<file path="src/rtl/tile_scheduler_if.sv">
`default_nettype none
// ============================================================================
//  Module   : tile_scheduler_if
//  Purpose  : Coefficient-update handshake between the time-keeping
//             requester and the tile scheduler.
//  Signals  : upd_valid  requester offers an update
//             upd_ready  scheduler accepts the update this cycle
//             upd_sel    target tile index
//             upd_a/b/c  coefficient set for the target tile
//  Modports : master (requester side), slave (scheduler side)
//  Revision : 1.0  initial release
// ============================================================================
interface tile_scheduler_if #(
    parameter int COEF_W = 54
);
    logic              upd_valid;
    logic              upd_ready;
    logic [1:0]        upd_sel;
    logic [COEF_W-1:0] upd_a;
    logic [COEF_W-1:0] upd_b;
    logic [COEF_W-1:0] upd_c;

    modport master (
        output upd_valid,
        output upd_sel,
        output upd_a,
        output upd_b,
        output upd_c,
        input  upd_ready
    );

    modport slave (
        input  upd_valid,
        input  upd_sel,
        input  upd_a,
        input  upd_b,
        input  upd_c,
        output upd_ready
    );
endinterface
`default_nettype wire

</file>
<file path="src/rtl/tile_scheduler.sv">
`default_nettype none
// ============================================================================
//  Module   : tile_scheduler
//  Purpose  : Drives the restart/stepy/stepx command stream for the clock-hand
//             tile evaluators from the raster position, and owns the
//             double-buffered a/b/c coefficient sets of every tile. Updates
//             land in shadow copies at any time and are committed to the live
//             copies once per frame, at frame end, so a hand never tears.
//  Ports    : vga_clk       pixel clock
//             vga_rst_n     asynchronous active-low reset
//             x, y          raster column / row from the timing generator
//             upd           coefficient update handshake (slave side)
//             command       0 idle, 1 restart, 2 stepy, 3 stepx (registered)
//             coef_a/b/c    live coefficients, tile i at [i*COEF_W +: COEF_W]
//             commit_pulse  one-cycle pulse when a live set changed
//             commit_cnt    number of effective commits, wraps at 255
//             sel_err       sticky flag: update to a non-existent tile
//  Revision : 1.0  initial release
// ============================================================================
module tile_scheduler #(
    parameter int H_ACTIVE = 640,
    parameter int V_ACTIVE = 480,
    parameter int N_TILES  = 3,
    parameter int COEF_W   = 54
) (
    input  wire                        vga_clk,
    input  wire                        vga_rst_n,
    input  wire  [9:0]                 x,
    input  wire  [9:0]                 y,
    tile_scheduler_if.slave            upd,
    output logic [1:0]                 command,
    output logic [N_TILES*COEF_W-1:0]  coef_a,
    output logic [N_TILES*COEF_W-1:0]  coef_b,
    output logic [N_TILES*COEF_W-1:0]  coef_c,
    output logic                       commit_pulse,
    output logic [7:0]                 commit_cnt,
    output logic                       sel_err
);

    localparam logic [9:0] c_H_ACTIVE = 10'(H_ACTIVE);
    localparam logic [9:0] c_V_ACTIVE = 10'(V_ACTIVE);
    localparam logic [2:0] c_N_TILES  = 3'(N_TILES);

    localparam logic [1:0] c_CMD_IDLE    = 2'd0;
    localparam logic [1:0] c_CMD_RESTART = 2'd1;
    localparam logic [1:0] c_CMD_STEPY   = 2'd2;
    localparam logic [1:0] c_CMD_STEPX   = 2'd3;

    typedef enum logic [0:0] {
        ST_RUN    = 1'b0,
        ST_COMMIT = 1'b1
    } state_t;

    state_t             r_state;
    logic               r_upd_ready;
    logic [1:0]         r_command;
    logic               r_commit_pulse;
    logic [7:0]         r_commit_cnt;
    logic               r_sel_err;

    logic [N_TILES-1:0] w_dirty;
    logic               w_xfer;
    logic               w_sel_ok;
    logic               w_trigger;
    logic               w_commit;
    logic               w_any_dirty;

    assign w_xfer      = upd.upd_valid && r_upd_ready;
    assign w_sel_ok    = ({1'b0, upd.upd_sel} < c_N_TILES);
    assign w_trigger   = (x == 10'd0) && (y == c_V_ACTIVE);
    assign w_commit    = (r_state == ST_COMMIT);
    assign w_any_dirty = |w_dirty;

    // ------------------------------------------------------------------------
    // Command stream: one cycle behind x/y, restart outranks stepy outranks
    // stepx.
    // ------------------------------------------------------------------------
    always_ff @(posedge vga_clk or negedge vga_rst_n) begin
        if (!vga_rst_n) begin
            r_command <= c_CMD_IDLE;
        end else if (y == c_V_ACTIVE) begin
            r_command <= c_CMD_RESTART;
        end else if (x == c_H_ACTIVE) begin
            r_command <= c_CMD_STEPY;
        end else if ((x < c_H_ACTIVE) && (y < c_V_ACTIVE)) begin
            r_command <= c_CMD_STEPX;
        end else begin
            r_command <= c_CMD_IDLE;
        end
    end

    // ------------------------------------------------------------------------
    // Commit FSM. Ready drops for the single COMMIT cycle, so the shadow
    // registers are stable while they are being copied. An update accepted on
    // the trigger cycle is already in the shadow when COMMIT runs.
    // ------------------------------------------------------------------------
    always_ff @(posedge vga_clk or negedge vga_rst_n) begin
        if (!vga_rst_n) begin
            r_state        <= ST_RUN;
            r_upd_ready    <= 1'b1;
            r_commit_pulse <= 1'b0;
            r_commit_cnt   <= 8'd0;
            r_sel_err      <= 1'b0;
        end else begin
            case (r_state)
                ST_RUN: begin
                    r_commit_pulse <= 1'b0;
                    if (w_xfer && !w_sel_ok) begin
                        r_sel_err <= 1'b1;
                    end
                    if (w_trigger) begin
                        r_state     <= ST_COMMIT;
                        r_upd_ready <= 1'b0;
                    end
                end
                ST_COMMIT: begin
                    r_state        <= ST_RUN;
                    r_upd_ready    <= 1'b1;
                    r_commit_pulse <= w_any_dirty;
                    if (w_any_dirty) begin
                        r_commit_cnt <= r_commit_cnt + 8'd1;
                    end
                end
                default: begin
                    r_state        <= ST_RUN;
                    r_upd_ready    <= 1'b1;
                    r_commit_pulse <= 1'b0;
                end
            endcase
        end
    end

    // ------------------------------------------------------------------------
    // Per-tile shadow/live storage. A tile is rewritten in the shadow on every
    // accepted update that targets it (last write wins) and copied to live
    // only if it was written since the previous commit.
    // ------------------------------------------------------------------------
    generate
        for (genvar i = 0; i < N_TILES; i++) begin : g_tile
            localparam logic [1:0] c_tile_idx = 2'(i);

            logic [COEF_W-1:0] r_shadow_a;
            logic [COEF_W-1:0] r_shadow_b;
            logic [COEF_W-1:0] r_shadow_c;
            logic [COEF_W-1:0] r_live_a;
            logic [COEF_W-1:0] r_live_b;
            logic [COEF_W-1:0] r_live_c;
            logic              r_dirty;
            logic              w_wr;

            assign w_wr = w_xfer && (upd.upd_sel == c_tile_idx);

            always_ff @(posedge vga_clk or negedge vga_rst_n) begin
                if (!vga_rst_n) begin
                    r_shadow_a <= '0;
                    r_shadow_b <= '0;
                    r_shadow_c <= '0;
                    r_live_a   <= '0;
                    r_live_b   <= '0;
                    r_live_c   <= '0;
                    r_dirty    <= 1'b0;
                end else if (w_commit) begin
                    if (r_dirty) begin
                        r_live_a <= r_shadow_a;
                        r_live_b <= r_shadow_b;
                        r_live_c <= r_shadow_c;
                    end
                    r_dirty <= 1'b0;
                end else if (w_wr) begin
                    r_shadow_a <= upd.upd_a;
                    r_shadow_b <= upd.upd_b;
                    r_shadow_c <= upd.upd_c;
                    r_dirty    <= 1'b1;
                end
            end

            assign w_dirty[i]                  = r_dirty;
            assign coef_a[i*COEF_W +: COEF_W]  = r_live_a;
            assign coef_b[i*COEF_W +: COEF_W]  = r_live_b;
            assign coef_c[i*COEF_W +: COEF_W]  = r_live_c;
        end
    endgenerate

    assign upd.upd_ready = r_upd_ready;
    assign command       = r_command;
    assign commit_pulse  = r_commit_pulse;
    assign commit_cnt    = r_commit_cnt;
    assign sel_err       = r_sel_err;

endmodule
`default_nettype wire

</file>
<file path="src/flat_wrapper.sv">
// flat-port wrapper written by rule: the top's interface ports become plain ports
module tile_scheduler_flat 
#(
    parameter int H_ACTIVE = 640,
    parameter int V_ACTIVE = 480,
    parameter int N_TILES  = 3,
    parameter int COEF_W   = 54
)
  (vga_clk, vga_rst_n, x, y, command, coef_a, coef_b, coef_c, commit_pulse, commit_cnt, sel_err, upd_upd_valid, upd_upd_sel, upd_upd_a, upd_upd_b, upd_upd_c, upd_upd_ready);
  tile_scheduler_if #(.COEF_W(COEF_W)) upd_i ();
  input  wire vga_clk;
  input  wire vga_rst_n;
  input  wire  [9:0] x;
  input  wire  [9:0] y;
  output logic [1:0] command;
  output logic [N_TILES*COEF_W-1:0] coef_a;
  output logic [N_TILES*COEF_W-1:0] coef_b;
  output logic [N_TILES*COEF_W-1:0] coef_c;
  output logic commit_pulse;
  output logic [7:0] commit_cnt;
  output logic sel_err;
  input wire logic [$bits(upd_i.upd_valid)-1:0] upd_upd_valid;
  input wire logic [$bits(upd_i.upd_sel)-1:0] upd_upd_sel;
  input wire logic [$bits(upd_i.upd_a)-1:0] upd_upd_a;
  input wire logic [$bits(upd_i.upd_b)-1:0] upd_upd_b;
  input wire logic [$bits(upd_i.upd_c)-1:0] upd_upd_c;
  output wire logic [$bits(upd_i.upd_ready)-1:0] upd_upd_ready;
  assign upd_i.upd_valid = upd_upd_valid;
  assign upd_i.upd_sel = upd_upd_sel;
  assign upd_i.upd_a = upd_upd_a;
  assign upd_i.upd_b = upd_upd_b;
  assign upd_i.upd_c = upd_upd_c;
  assign upd_upd_ready = upd_i.upd_ready;
  tile_scheduler #(.H_ACTIVE(H_ACTIVE), .V_ACTIVE(V_ACTIVE), .N_TILES(N_TILES), .COEF_W(COEF_W)) u_core (.vga_clk(vga_clk), .vga_rst_n(vga_rst_n), .x(x), .y(y), .upd(upd_i), .command(command), .coef_a(coef_a), .coef_b(coef_b), .coef_c(coef_c), .commit_pulse(commit_pulse), .commit_cnt(commit_cnt), .sel_err(sel_err));
endmodule
</file>
<file path="config.mk">
export PLATFORM = sky130hd
export DESIGN_NAME = tile_scheduler_flat
export DESIGN_NICKNAME = d
export VERILOG_FILES = /design/src/rtl/tile_scheduler_if.sv /design/src/rtl/tile_scheduler.sv /design/src/flat_wrapper.sv
export SDC_FILE = /design/constraint.sdc
export NUM_CORES = 1
export LEC_CHECK = 0
export CORE_MARGIN = 5
export CORE_UTILIZATION = 35
export DETAILED_ROUTE_END_ITERATION = 10
export GPL_TIMING_DRIVEN = 0
export SLEW_MARGIN = 25
export SYNTH_ARGS = -nofsm -noshare
export SYNTH_HDL_FRONTEND = slang
export SYNTH_SLANG_ARGS = --single-unit
</file>
<file path="constraint.sdc">
create_clock -name vga_clk -period 4.14 [get_ports vga_clk]
set_input_delay 0.828 -clock vga_clk [delete_from_list [all_inputs] [get_ports vga_clk]]
set_output_delay 0.828 -clock vga_clk [all_outputs]
set_load 0.02 [all_outputs]
</file>
==> run summary, run 1 <==
Setup tns final: 0 ns
Drt first pass iters: 4
Core Rows: 119
XOR/XNOR Fraction of Synth Area: 0.1663%
# placed instances: 4206
Cell count after synthesis: 2122
Clock root cell: clkbuf_16
Layout net count: 3112
Register area: 24750 um2
Fin util: 46.86%
Mux share of post-synthesis cell area: 30.42%
Combinational power share: 7.3%
First-pass GRT wire length: 158100 um
WP buf/inv: 3
Worst Hold Class: in -> async
Tmin final: 2.831 ns
CTS tree: built
Largest delay share family, worst path: buffers and inverters
Ys async rst share: 100.0%
Avg Synthesized Cell Area: 17.37 um2
Crit path cell chain: clkdlybuf4s50_1 -> nand4_1 -> nor2_2 -> buf_2 -> buf_4 -> mux2_2
CP peak stage delay: 0.63 ns
Largest family of logic cells by synthesized area: multiplexers
Placed Area: 45710 um2
Most common flop cell mapped by yosys: dfrtp_1
Worst Path Required: 4.69 ns
Peak supply drop: 0.3321 mV
GRT overflow: 0
GRT Overall Usage: 18.78%
Routed Antenna Nets: 0
CTS Hold Bufs: 0
Final worst path period share: 68.38%
CTS buffer count: 106
Die height: 334.6 um
Max-slew violation count: 0
Post-synthesis sequential area ratio: 67.13%
Setup WS post-layout: 1.309 ns
Fillers: 9104
Vias in the first global route: 23479
Critical path class: in -> reg
# DRC: 0
Fin. Hold Viols: 0
Commonest cells after routing, fill and taps aside: 988 x dfrtp_1, 904 x mux2_2, 684 x clkdlybuf4s50_1
Setup WS pre-CTS: 0.4471 ns
Area growth from synthesis to layout: 33.42%
Share of cells above drive strength 1: 40.98%
Synthesized Nets: 2310
Initial antenna violation count: 20
Status: complete, no violations
Slew headroom: 39.39%
Synth Area in Compound Gates: 0.1391%
Clock Power Share: 42.3%
CP Max Fanout: 10
I/O pins: 686
Pwr per Cell Area: 445.0 nW/um2
Setup Viol. Count Final: 0
RePlAce Congestion: 0.8415
P_sw: 4940 uW
Fin cells: 4412
Least-Margin Pin Slew: 0.9091 ns
Synth Area in Simple Gates: 0.4785%
Clk buf depth: 3
Clock skew: 0.02020 ns
Design area: 49190 um2
Post-synth top area share: 67.06%
Ys Warns: 0
DP Wirelength: 77710 um
#FFs+latches synth: 989
Post-CTS setup buffers: 0
Initial Util: 35.12%
Synth Cell Area: 36870 um2
Highest Clock Rate: 353.3 MHz
Routed via count: 20883
Register share of total power: 50.4%
Cell variety after synth: 31
Max_cap viols: 0
Wirelength per Cell: 24.15 um
Die ar.: 111900 um2
Reg clk slew, reported paths: 0.06 ns
Largest net degree at the start of global routing: 148
Synth top area cells: dfrtp_1 67%, mux2_2 28%, mux2_4 2.8%, buf_2 0.75%, buf_4 0.29%
Initial drt markers: 752
P_int: 16950 uW
Horiz. Die Dim: 334.6 um
Final wirelength: 106500 um
H-tree depth: 3
Worst Path Arrival: 3.38 ns
Leak pwr: 0.02271 uW
Synth Area in Adders: 0.03394%
Post-synth top area cell: dfrtp_1
Most common cell after layout, fill and taps aside: dfrtp_1
Post-CTS Resized: 0
IO buf count: 685
Clock insertion delay at the later pin of the skew report: 0.68 ns
Switching Share: 22.57%
RSZ-0062 raised after global routing: no
Multi-input gate area: 11520 um2
Critical Path Start Type: primary input
Element type at the critical path end: flop
Total core area: 105000 um2
Number of flops mapped to enable cells by yosys: 0
Via/cell ratio: 4.733
CTS Sinks: 989
CP max stage cell: nor2_2
-- final cells by class --
type / instances / share of cell area [%]
diodes: 12 / 0.06105
plain buffers: 105 / 1.198
clock buffers: 164 / 6.451
clock inverters: 29 / 0.5393
inverters: 4 / 0.03307
multi-input cells: 1024 / 23.42
flip-flops and latches: 989 / 50.32
well taps: 1391 / 3.538
repair buffers: 694 / 14.45
-- power by group through the flow --
stage	clock [uW]	sequential [uW]	combinational, uW
floorplan	0	11000	1000
global placement	0	11200	1530
detailed placement	0	11200	1630
CTS	9550	11000	1640
global route	9920	11100	1760
finish	9260	11000	1600
-- synthesized netlist by cell type (4+ instances only) --
master,n
dfrtp_1,988
mux2_2,904
mux2_4,69
buf_2,55
clkbuf_1,24
buf_4,14
nand2_1,10
buf_6,9
nor2_1,7
nand3_1,5
nor3_1,4
xnor2_1,4
-- stage by stage --
stage / total power [uW] / hold slack [ns]
after global placement: 12760 / 0.4646
after floorplan: 12030 / 0.4750
after CTS: 22230 / 0.07757
after global routing: 22820 / 0.1400
after detailed placement: 12840 / 0.4692
final: 21890 / 0.08836
-- final timing paths --
kind                                                   from                                           to  slack [ns]  depth (start not counted)
max                                          upd_upd_sel[0]  u_core.g_tile[1].r_shadow_c[43]$_DFFE_PN0P_        1.31                          6
min                                               vga_rst_n    u_core.g_tile[2].r_live_c[31]$_DFFE_PN0P_        0.09                          1
max reg2reg                u_core.upd.upd_ready$_DFFE_PN1P_  u_core.g_tile[1].r_shadow_c[43]$_DFFE_PN0P_        1.41                          5
min reg2reg                u_core.commit_cnt[7]$_DFFE_PN0P_             u_core.commit_cnt[7]$_DFFE_PN0P_        0.48                          1
max in group asynchronous                         vga_rst_n   u_core.g_tile[1].r_shadow_b[2]$_DFFE_PN0P_        2.04                          4
min in group vga_clk       u_core.commit_cnt[7]$_DFFE_PN0P_             u_core.commit_cnt[7]$_DFFE_PN0P_        0.48                          1
-- logic make-up (layout without fill, tap and decap cells) --
| kind of cell | after synthesis | after routing |
|---|---|---|
| compound gates | 7 | 7 |
| xor+xnor | 7 | 7 |
| fa+ha+maj | 1 | 1 |
| buf+inv | 109 | 996 |
| flops | 989 | 989 |
| mux | 973 | 973 |
| other cells | 0 | 12 |
| simple gates | 36 | 36 |
-- flip-flops by register name, summed over array words and instances, names as in the netlist, 2 cells and up --
signal and cells:
u_core.g_tile.r_live_a 162, u_core.g_tile.r_live_c 162, u_core.command 2, u_core.g_tile.r_live_b 162
u_core.commit_cnt 8, u_core.g_tile.r_shadow_b 162, u_core.g_tile.r_dirty 3, u_core.g_tile.r_shadow_c 162
u_core.g_tile.r_shadow_a 162
-- worst register-to-register path: cells and delay by family, from the launching register on --
family	cells	cell delay, ns
simple gates	2	0.77
mux	1	0.37
buf+inv	2	0.90
flops	1	0.57
-- metal layers --
layer / track usage [%] / wire (um) / vias to the layer above
li1: - / - / 9126
met1: 22.38 / 41940 / 10937
met2: 31.30 / 51250 / 632
met3: 7.709 / 10220 / 170
met4: 5.766 / 3011 / 18
met5: 0 / 119 / -
(Power assumes the default switching activity.)
==> run 2, diff against run 1 <==
==> constraint.sdc (replaced) <==
create_clock -name vga_clk -period 2.5 [get_ports vga_clk]
set_input_delay 0.5 -clock vga_clk [delete_from_list [all_inputs] [get_ports vga_clk]]
set_output_delay 0.5 -clock vga_clk [all_outputs]
set_load 0.02 [all_outputs]
==> run 2 against run 1 <==
  * Sequential power rose by 66%
  * Design area grew 0.19%
  * Critical path depth decreased by 5
  * Routed wire length increased by 0.58%
  * Sequential cell count did not move
  * Global-route usage about the same
  * First-iteration DRC count shrank 7.3%
  * Power rose by 66%
  * Critical path type is now reg -> out
  * Highest routed layer unchanged
==> run summary, run 2 (synthesis gave the netlist of run 1 again) <==
Design area: 49280 um2 (+0.19%)
Clock Power Share: 42.3% (about the same)
CP Max Fanout: 4 (-6)
Reg2Reg Setup Slack: 0.11 ns (-1.30 ns)
Combinational power share: 7.4% (about the same)
Setup WS pre-CTS: -0.8649 ns (-1.312 ns)
Placed Area: 45710 um2 (unchanged)
CTS tree: built
Commonest cells after routing, fill and taps aside: 988 x dfrtp_1, 904 x mux2_2, 684 x clkdlybuf4s50_1
CTS Sinks: 989 (unchanged)
# DRC: 0 (unchanged)
Critical path class: reg -> out
Largest net degree at the start of global routing: 148 (unchanged)
GRT overflow: 0 (unchanged)
Leak pwr: 0.02275 uW (+0.18%)
Fillers: 9100 (-0.044%)
Register share of total power: 50.4% (about the same)
P_int: 28080 uW (+66%)
Most common cell after layout, fill and taps aside: dfrtp_1
Clock skew: 0.01983 ns (-0.0003670 ns)
Peak supply drop: 0.5495 mV (+65%)
Routed via count: 20961 (+0.37%)
Die height: 334.6 um (unchanged)
Fin. Hold Viols: 0 (unchanged)
GRT Overall Usage: 18.79% (about the same)
Setup Viol. Count Final: 0 (unchanged)
Power, Total: 36280 uW (+66%)
Tmin final: 2.398 ns
Initial drt markers: 697 (-7.3%)
Final wirelength: 107100 um (+0.58%)
Vias in the first global route: 23498 (+0.081%)
Pwr per Cell Area: 736.2 nW/um2 (+65%)
H-tree depth: 3 (unchanged)
Horiz. Die Dim: 334.6 um (unchanged)
WP buf/inv: 1 (-2)
IO buf count: 685 (unchanged)
First-pass GRT wire length: 158200 um (about the same)
Final worst path period share: 95.90%
Routed Antenna Nets: 0 (unchanged)
Reg clk slew, reported paths: 0.06 ns (about the same)
Via/cell ratio: 4.744 (+0.24%)
Core Rows: 119 (unchanged)
Setup WS post-layout: 0.1024 ns (-1.207 ns)
Crit path cell chain: clkdlybuf4s50_1
CTS buffer count: 106 (unchanged)
RePlAce Congestion: 0.8415 (unchanged)
CP peak stage delay: 0.65 ns (+0.02 ns)
I/O pins: 686 (unchanged)
Initial antenna violation count: 20 (unchanged)
Slew headroom: 39.50% (+0.11 points)
Clock root cell: clkbuf_16
Drt first pass iters: 4 (unchanged)
Largest delay share family, worst path: buffers and inverters
Worst Path Arrival: 1.90 ns (-1.48 ns)
Wirelength per Cell: 24.25 um (+0.44%)
Least-Margin Pin Slew: 0.9075 ns (-0.001668 ns)
Total core area: 105000 um2 (unchanged)
DP Wirelength: 77710 um (unchanged)
Area growth from synthesis to layout: 33.67%
RSZ-0062 raised after global routing: yes
Fin util: 46.95% (+0.089 points)
Die ar.: 111900 um2 (unchanged)
Clock insertion delay at the later pin of the skew report: 0.68 ns (about the same)
Max_cap viols: 0 (unchanged)
P_sw: 8202 uW (+66%)
Share of cells above drive strength 1: 41.11% (+0.13 points)
Highest Clock Rate: 417.1 MHz
Max-slew violation count: 0 (unchanged)
Initial Util: 35.12% (unchanged)
Clk buf depth: 3 (unchanged)
Worst Path Required: 2.00 ns (-2.69 ns)
Worst Hold Class: in -> reg
Status: complete, no violations
Critical Path Start Type: flop
Switching Share: 22.61% (+0.039 points)
Element type at the critical path end: primary output
Layout net count: 3117 (+0.16%)
CP max stage cell: clkdlybuf4s50_1
[run 2: metal layers]
| layer | wire length, um | track usage, % | vias up |
|---|---|---|---|
| met2 | 51450 | 31.32 | 631 |
| met3 | 10040 | 7.709 | 170 |
| met1 | 42530 | 22.38 | 11003 |
| met4 | 3001 | 5.766 | 18 |
| li1 | - | - | 9139 |
| met5 | 123 | 0 | - |
[run 2: cell type report]
type	count	area [um2]	area share, %
flip-flops and latches	989	24750	50.22
multi-input cells	1024	11520	23.39
repair buffers	699	7173	14.56
clock buffers	164	3173	6.439
well taps	1391	1740	3.532
plain buffers	105	605.6	1.229
clock inverters	29	265.3	0.5382
diodes	13	32.53	0.06601
inverters	4	16.27	0.03301
[run 2: timing repair]
item                                   4_1_cts  5_1_grt
endpoints found under the hold margin      112        0
setup endpoints to repair                  401      323
gates resized for setup                      9        1
gates cloned                                 0        2
hold buffers                                 1        0
buffers inserted                             0        3
pin swaps                                    0        1
[run 2: per-stage QoR]
step           TNS (ns)  hold slack, ns  std cells
6_report              0          0.4581       4418
5_1_grt        -0.03034          0.4312       4411
4_1_cts               0          0.3916       4400
3_5_place_dp    -172.35          0.4692       4206
3_3_place_gp          -          0.4646       4198
2_1_floorplan         0          0.2044       2122
[run 2: path summary, 6_finish.rpt]
check	start	endpoint	depth (start not counted)
setup / recovery	u_core.upd.upd_ready$_DFFE_PN1P_	upd_upd_ready	1
hold / removal	y[4]	u_core.r_state$_DFF_PN0_	2
setup reg to reg	u_core.r_state$_DFF_PN0_	u_core.g_tile[0].r_live_b[27]$_DFFE_PN0P_	5
hold reg to reg	u_core.commit_cnt[7]$_DFFE_PN0P_	u_core.commit_cnt[7]$_DFFE_PN0P_	1
max in group asynchronous	vga_rst_n	u_core.g_tile[1].r_shadow_b[16]$_DFFE_PN0P_	4
min in group asynchronous	vga_rst_n	u_core.g_tile[1].r_shadow_c[34]$_DFFE_PN0P_	2
[run 2: power by group through the flow]
stage | clock network [uW] | registers [uW] | logic [uW]
after floorplan | 0 | 18300 | 1660
after global placement | 0 | 18600 | 2430
after detailed placement | 0 | 18600 | 2700
after CTS | 15800 | 18300 | 2720
after global routing | 16400 | 18400 | 2940
final | 15300 | 18300 | 2670
